[src/rtl/wb_pkg.sv]
// Shared types and constants for the write-back unit: FSM state encoding,
// the zero-register index and default widths.
package wb_pkg;
  typedef enum logic {
    IDLE     = 1'b0,
    WAIT_MEM = 1'b1
  } wb_state_e;

  localparam int XZR_INDEX          = 31;
  localparam int DEF_DATA_WIDTH     = 32;
  localparam int DEF_REG_ADDR_WIDTH = 5;
  localparam int DEF_MEM_TIMEOUT    = 16;
endpackage

[src/rtl/mem_wait_timer.sv]
// Counts cycles spent waiting on load data. It is armed by start and
// disarmed by clear; expired is high during the TIMEOUT-th armed cycle.
module mem_wait_timer #(
  parameter int TIMEOUT = 16
) (
  input  logic clock,
  input  logic resetN,
  input  logic start,
  input  logic clear,
  output logic expired
);
  localparam int CW = $clog2(TIMEOUT + 1);

  logic [CW-1:0] cnt_q, cnt_d;
  logic          arm_q, arm_d;

  // cnt_q holds the number of armed cycles already completed
  assign expired = arm_q && (cnt_q == CW'(TIMEOUT - 1));

  always_comb begin
    cnt_d = cnt_q;
    arm_d = arm_q;
    if (clear) begin
      arm_d = 1'b0;
      cnt_d = '0;
    end else if (start) begin
      arm_d = 1'b1;
      cnt_d = '0;
    end else if (arm_q && !expired) begin
      cnt_d = cnt_q + 1'b1;
    end
  end

  always_ff @(posedge clock or negedge resetN) begin
    if (!resetN) begin
      cnt_q <= '0;
      arm_q <= 1'b0;
    end else begin
      cnt_q <= cnt_d;
      arm_q <= arm_d;
    end
  end
endmodule

[src/rtl/write_back_unit.sv]
// Write-back stage: commits ALU results at one per cycle, stalls on loads until
// memory data arrives or the wait times out, and counts retired instructions.
module write_back_unit
  import wb_pkg::*;
#(
  parameter int          DATA_WIDTH     = DEF_DATA_WIDTH,
  parameter int          REG_ADDR_WIDTH = DEF_REG_ADDR_WIDTH,
  parameter int          MEM_TIMEOUT    = DEF_MEM_TIMEOUT,
  // value retireCount takes on reset
  parameter logic [31:0] RETIRE_INIT    = 32'd0
) (
  input  logic                      clock,
  input  logic                      resetN,
  input  logic                      inValid,
  output logic                      inReady,
  input  logic                      inRegWrite,
  input  logic                      inMemToReg,
  input  logic [REG_ADDR_WIDTH-1:0] inDestReg,
  input  logic [DATA_WIDTH-1:0]     inAluResult,
  input  logic                      memDataValid,
  input  logic [DATA_WIDTH-1:0]     memData,
  output logic                      regWrite,
  output logic [REG_ADDR_WIDTH-1:0] writeRegister,
  output logic [DATA_WIDTH-1:0]     writeData,
  output logic                      pendingValid,
  output logic [REG_ADDR_WIDTH-1:0] pendingReg,
  output logic [31:0]               retireCount,
  output logic                      memTimeout
);
  localparam logic [REG_ADDR_WIDTH-1:0] XZR = REG_ADDR_WIDTH'(XZR_INDEX);

  wb_state_e                 state_q, state_d;
  logic [REG_ADDR_WIDTH-1:0] pend_q, pend_d;
  logic                      wr_q, wr_d;
  logic [REG_ADDR_WIDTH-1:0] wreg_q, wreg_d;
  logic [DATA_WIDTH-1:0]     wdata_q, wdata_d;
  logic [31:0]               retire_q;
  logic                      tmo_q, tmo_d;
  logic                      retire, expired, start_wait, end_wait;

  assign inReady = (state_q == IDLE);

  always_comb begin
    state_d = state_q;
    pend_d  = pend_q;
    wr_d    = 1'b0;
    wreg_d  = wreg_q;
    wdata_d = wdata_q;
    tmo_d   = tmo_q;
    retire  = 1'b0;
    case (state_q)
      IDLE: if (inValid) begin
        if (inRegWrite && inMemToReg) begin
          state_d = WAIT_MEM;
          pend_d  = inDestReg;
        end else begin
          retire = 1'b1;
          if (inRegWrite && inDestReg != XZR) begin
            wr_d    = 1'b1;
            wreg_d  = inDestReg;
            wdata_d = inAluResult;
          end
        end
      end
      WAIT_MEM: if (memDataValid) begin
        // data beats a simultaneous timeout
        state_d = IDLE;
        retire  = 1'b1;
        if (pend_q != XZR) begin
          wr_d    = 1'b1;
          wreg_d  = pend_q;
          wdata_d = memData;
        end
      end else if (expired) begin
        state_d = IDLE;
        tmo_d   = 1'b1;
      end
      default: state_d = IDLE;
    endcase
  end

  assign start_wait = (state_q == IDLE) && (state_d == WAIT_MEM);
  assign end_wait   = (state_q == WAIT_MEM) && (state_d == IDLE);

  mem_wait_timer #(.TIMEOUT(MEM_TIMEOUT)) u_timer (
    .clock   (clock),
    .resetN  (resetN),
    .start   (start_wait),
    .clear   (end_wait),
    .expired (expired)
  );

  always_ff @(posedge clock or negedge resetN) begin
    if (!resetN) begin
      state_q  <= IDLE;
      pend_q   <= '0;
      wr_q     <= 1'b0;
      wreg_q   <= '0;
      wdata_q  <= '0;
      retire_q <= RETIRE_INIT;
      tmo_q    <= 1'b0;
    end else begin
      state_q  <= state_d;
      pend_q   <= pend_d;
      wr_q     <= wr_d;
      wreg_q   <= wreg_d;
      wdata_q  <= wdata_d;
      tmo_q    <= tmo_d;
      if (retire) retire_q <= retire_q + 32'd1;
    end
  end

  assign regWrite      = wr_q;
  assign writeRegister = wreg_q;
  assign writeData     = wdata_q;
  assign pendingValid  = (state_q == WAIT_MEM);
  assign pendingReg    = pendingValid ? pend_q : '0;
  assign retireCount   = retire_q;
  assign memTimeout    = tmo_q;
endmodule

[config.mk]
export PLATFORM = sky130hd
export DESIGN_NAME = write_back_unit
export DESIGN_NICKNAME = d
export VERILOG_FILES = /design/src/rtl/wb_pkg.sv /design/src/rtl/mem_wait_timer.sv /design/src/rtl/write_back_unit.sv
export SDC_FILE = /design/constraint.sdc
export NUM_CORES = 1
export LEC_CHECK = 0
export CORE_MARGIN = 2
export CORE_UTILIZATION = 25
export DETAILED_ROUTE_END_ITERATION = 8
export PLACE_DENSITY = 0.5
export SLEW_MARGIN = 20
export SYNTH_ARGS = -nofsm -noshare
export SYNTH_HDL_FRONTEND = slang
export SYNTH_SLANG_ARGS = --single-unit
export TNS_END_PERCENT = 20
[constraint.sdc]
create_clock -name clock -period 2.4 [get_ports clock]
set_input_delay 0.48 -clock clock [delete_from_list [all_inputs] [get_ports clock]]
set_output_delay 0.48 -clock clock [all_outputs]
set_load 0.01 [all_outputs]
---- Word level (Yosys, flattened, before mapping) ----
Cells that the tools add are included.
word-level totals
  flip-flop bits (word level) ............. 83
operators by class
  muxes and demuxes ....................... 33
  bitwise gates (word level) .............. 3
  equal/unequal tests ..................... 8
  reduce and logical (&&, ||, !) cells .... 12
  $add $sub $neg .......................... 2
operators with widths
  kind                                                             count
  32-bit two-way mux                                               5
  32-bit case mux with 2 select lines                              1
  5-bit two-way mux                                                9
  32-bit by 1-bit adder with 32-bit output, second input constant  1
  1-bit two-way mux                                                14
  5-bit != test, second input constant                             2
  5-bit case mux with 2 select lines                               1
  1-bit logical AND                                                6
  2-bit != test, second input constant                             3
  1-bit case mux with 2 select lines                               3
  3-bit AND reduction                                              2
  5-bit by 1-bit adder with 5-bit output, second input constant    1
  5-bit by 4-bit == test with 1-bit output, second input constant  1
  5-bit AND reduction                                              1
  2-bit by 1-bit != test with 1-bit output, second input constant  2
  1-bit inverter                                                   3
  3-bit nonzero test                                               1
  2-bit nonzero test                                               1
  1-bit zero test                                                  1

---- Depth between registers and ports, before layout ----
Gate-level depths: netlist (run 1).
  word-level depth ........................ 8
  mapped depth ............................ 11
  depth with buffers taken out ............ 11

---- Hierarchy ----
From an unflattened synthesis (run 1), not the netlist that was laid out.
second synthesis, totals
  cells, all modules ...................... 331
  area, all modules ....................... 4052.6 sq um
modules (own cells, without submodules)
  module           area an instance (sq um)  times used  cells each  sequential area each (sq um)
  write_back_unit  3753.6                    1           301         1926.8
  mem_wait_timer   299.0                     1           30          150.1

---- Least setup slack after synthesis (run 1) ----
No wires, ideal clock.
  path kind ............................... reg2reg
  start ................................... reg u_timer.cnt_q[0]
  end ..................................... reg u_timer.cnt_q[2]
  period minus slack after synthesis ...... 2150 ps
  library setup time ...................... 64 ps
  stages on the path, launching flop included .. 11
  data arrival time ....................... 2086 ps
  data required time ...................... 2336 ps
  setup slack ............................. 250 ps
  cell sequence ........................... dfrtp_1 ha_1 and3_1 ha_1 nand2_1 nand2_1 and2_1 ha_1 o21a_1 nor4b_1 a21o_1
on the way
  cells in the longest elaborated chain, start to end .. 8
RTL lines
  element                                                  RTL line                                      RTL
  from (decl)                                              mem_wait_timer.sv:14                          logic [CW-1:0] cnt_q, cnt_d;
  from (signal assigned)                                   mem_wait_timer.sv:39                          cnt_q <= cnt_d;
  5-bit by 4-bit == test with 1-bit output                 mem_wait_timer.sv:18                          assign expired = arm_q && (cnt_q == CW'(TIMEOUT - 1));
  1-bit logical AND                                        mem_wait_timer.sv:18
  1-bit two-way mux                                        write_back_unit.sv:74                         end else if (expired) begin
  1-bit two-way mux                                        write_back_unit.sv:65                         WAIT_MEM: if (memDataValid) begin
  1-bit case mux with 2 select lines                       write_back_unit.sv:51                         case (state_q)
  1-bit logical AND or 1-bit inverter (tied branches)      write_back_unit.sv:82, write_back_unit.sv:83
  5-bit two-way mux or 1-bit logical AND (tied branches)   mem_wait_timer.sv:26, write_back_unit.sv:83
  5-bit two-way mux or 3-bit nonzero test (tied branches)  n/a
Parallel ways exist; a longest one is shown, timed or not. The select of a mux whose other input is x is not followed.
A chain may end at the register's enable or synchronous reset.

---- Worst setup path after layout (run 1) ----
Same ends and word-level chain as after synthesis.

==> impl_metrics.toml, run 1 <==
[run_status]
status = "finished, final reports clean"

[final_layout]
final_common_cell = "clkdlybuf4s50_1"
area_delta_synth_final_pct = 53.45
final_cell_mix = "clkdlybuf4s50_1, dfrtp_1, nor2_1"
n_antenna_cell = 0
fin_nets = 587
fin_area_um2 = 5923
drive_gt1_frac = 0.08382

[pwr]
power_density_nw_per_um2 = 781.5
switchingPower_w = 0.001335
power_leakage_nw = 2.423
power_frac_comb = 0.291
switching_share = 0.2883
power_frac_seq = 0.413
vdd_drop_max_v = 0.0003915
clkPwrFrac = 0.296
intPower_w = 0.003294

[job]
max_cap_violations = 0

[logic_synthesis]
yosysSeqAreaShare = 0.5381
syn_nets = 429
synth_ff_type = "dfrtp_1"
yosys-top-cells-area = "dfrtp_1, mux2i_1, xnor2_1"
yosys_warnings = 0
ys_types = 38
synth_edf_count = 0
mappedNetlistArea_um2 = 3860
syn_avg_cell_area_um2 = 11.03
synth_top_family_by_area = "simple AND/OR/NAND/NOR gates"
synth_top_area_frac = 0.5381
synth_area_leader_cell = "dfrtp_1"
synth_seq_cells = 83
synthXorXnorAreaFrac = 0.07034
async_flop_share = 1.000
synth_simple_gate_area_share = 0.1686
synth-adder-area-share = 0.01297
synthMuxAreaShare = 0.1031
syn_inst = 350
synth_compound_area_frac = 0.08169

[sta]
max_slew.worst_pin.slew_ps = 544.5
layout_setup_ws_ps = 113.1
grt_setup_unrepaired = "no"
clock_skew_ps = 5.432
fmax_mhz = 437.3
hold_viol = 0
setup_viol = 0
slew_headroom = 0.6370
fin_crit_sh = 0.9529
setup_tns_ps = 0
min_period_ps = 2287
slew_viol_final = 0

[placed_design]
io_buffers = 152
dpl_worst_slack_ps = 25.07
gp_congestion = 0.7129
hpwl_um = 7248
postPlaceCellArea_um2 = 5627

[routing]
wl_um = 9842
first_iter_violations = 94
dr.pass1.iters = 4
via_per_inst = 4.378
vias = 3069
drt-wirelength-per-cell_um = 14.04
final_antenna_net_count = 0
drc = 0

[critical_path]
critPathCaptureType = "flip-flop"
crit_start = "u_timer.cnt_q[0]"
crit_end = "u_timer.cnt_q[2]"
r2r_cells = 11
rrSetupSlack_ps = 110
path_class = "flip-flop to flip-flop"
crit_arrival_ps = 2520
r2r-end = "u_timer.cnt_q[2]"
cpMaxStageDelayCell = "dfrtp_1"
cp_common_cell = "ha_1"
startpoint_type = "flip-flop"
worstPathRequired_ps = 2630
timing.rr.start = "u_timer.cnt_q[0]"
crit_fanout = 4
critPathMaxStageDelay_ps = 400
crit_chain = "ha_1, and3_1, ha_1, nand2_1, nand2_1, and2_1, ha_1, buf_4, o21ai_0, o21ai_0, a21o_1"

[clocking]
cts.sinks = 83
hold_buffers = 0
cts.path.max_buffers = 2
numCtsBuffers = 9
clk_latency_ps = 340
root_buffer = "clkbuf_16"
cts_tree = "built"
htreeDepth = 3
clkTransAtPathRegs_ps = 60
post_cts_buffers = 0

[floorplanning]
fp-row-count = 45
io_pins = 153
start_util = 0.2549
core_um2 = 15150
die_w_um = 128.3
dieArea_um2 = 16450
die_y_um = 128.3

[min_path]
min_path_type = "input pin to async pin"

[grt]
grt_pass1_wl_um = 15590
grt_pass1_vias = 3037
grt_usage = 0.1216
grt_overflow = 0
grt_max_degree = 76
grt_antenna_before_repair = 0
## synth_stat cells (2+ instances only)
| cell | n |
|---|---|
| dfrtp_1 | 83 |
| nor2_1 | 45 |
| a21oi_1 | 43 |
| mux2i_1 | 33 |
| xnor2_1 | 27 |
| nand2_1 | 19 |
| nand3_1 | 18 |
| buf_2 | 9 |
| and2_1 | 7 |
| and3_1 | 7 |
| nand4_1 | 7 |
| inv_1 | 6 |
| mux2_2 | 6 |
| ha_1 | 4 |
| o21ai_0 | 4 |
| xor2_1 | 4 |
| nor3_1 | 3 |
| a21o_1 | 2 |
| buf_6 | 2 |
| nand2b_1 | 2 |
| nor3_4 | 2 |
## registers in the layout, indices dropped and copies added, names as in the netlist
register       flops
pend_q             5
u_timer.arm_q      1
u_timer.cnt_q      5
writeRegister      5
retireCount       32
pendingValid       1
writeData         32
regWrite           1
memTimeout         1
## per-stage QoR
step / cells / power [W] / utilization / hold WS (ps)
final: 701 / 0.004629 / 0.3911 / 90.37
after detailed placement: 685 / 0.003305 / 0.3715 / 466.9
after global placement: 685 / 0.003291 / 0.3715 / 463.8
after global routing: 701 / 0.004935 / 0.3911 / 124.9
after floorplan: 350 / 0.002509 / - / 184.4
after CTS: 701 / 0.004723 / 0.3910 / 96.38
## what timing repair did
item	4_1_cts	5_1_grt
endpoints found under the setup margin	0	2
resized for setup	0	1
endpoints found under the hold margin	0	0
## per-layer routing
metal / GRT usage / wire, um / vias up
met2: 0.1896 / 4470 / 93
met5: 0 / 0 / -
met3: 0.03673 / 738 / 12
met4: 0.06012 / 202 / 0
li1: - / - / 1540
met1: 0.1531 / 4430 / 1424
## final cells by class
| class | instances | area, um^2 |
|---|---|---|
| multi-input cells | 249 | 1695 |
| flip-flops and latches | 83 | 2078 |
| well taps | 188 | 235.2 |
| clock buffers | 11 | 242.7 |
| inverters | 6 | 22.52 |
| clock inverters | 5 | 52.55 |
| repair buffers | 159 | 1597 |
| fillers | 1477 | 9223 |
## power by group through the flow
stage	clock network, W	registers, W	logic (W)
finish	0.00137	0.00191	0.00135
global route	0.00150	0.00196	0.00148
CTS	0.00143	0.00192	0.00137
detailed placement	0	0.00194	0.00137
global placement	0	0.00193	0.00136
floorplan	0	0.00202	0.000490
## worst min path at each step
| stage | startpoint | end | depth (start not counted) |
|---|---|---|---|
| 2_1_floorplan | resetN | memTimeout | 0 |
| 4_1_cts | resetN | writeData[19] | 1 |
| 6_report | resetN | writeData[19] | 1 |
| 5_1_grt | resetN | writeData[19] | 1 |
| 3_5_place_dp | resetN | writeData[19] | 1 |
| 3_3_place_gp | resetN | writeData[19] | 1 |
## worst max-delay path, delay by kind of cell, from the launching register on
kind / cells / cell delay [ps]
compound gates: 3 / 420
fa+ha+maj: 3 / 740
buf+inv: 1 / 140
flops: 1 / 400
simple gates: 4 / 470
## kinds of logic after synthesis
family | after synthesis
buffers and inverters | 18
adders and majority gates | 4
DFF | 83
and+or+nand+nor | 120
xor gates and xnor gates | 31
muxes | 39
AOI/OAI and AO/OA | 55
No activity file was read; power rests on OpenSTA's default activity.
==> run 2: changes to the inputs <==
--- a/config.mk
+++ b/config.mk
@@ -8,6 +8,7 @@
 export CORE_MARGIN = 2
 export CORE_UTILIZATION = 25
 export DETAILED_ROUTE_END_ITERATION = 8
+export GPL_ROUTABILITY_DRIVEN = 0
 export PLACE_DENSITY = 0.5
 export SLEW_MARGIN = 20
 export SYNTH_ARGS = -nofsm -noshare
==> results of run 2 <==
The final DEF is identical to that of run 1; final timing and power are the same.
==> run 3: changes to the inputs <==
--- a/config.mk
+++ b/config.mk
@@ -10,7 +10,7 @@
 export DETAILED_ROUTE_END_ITERATION = 8
 export GPL_ROUTABILITY_DRIVEN = 0
 export PLACE_DENSITY = 0.5
-export SLEW_MARGIN = 20
+export SLEW_MARGIN = 0
 export SYNTH_ARGS = -nofsm -noshare
 export SYNTH_HDL_FRONTEND = slang
 export SYNTH_SLANG_ARGS = --single-unit
==> results of run 3 <==
The final DEF is identical to that of run 1; final timing and power are the same.
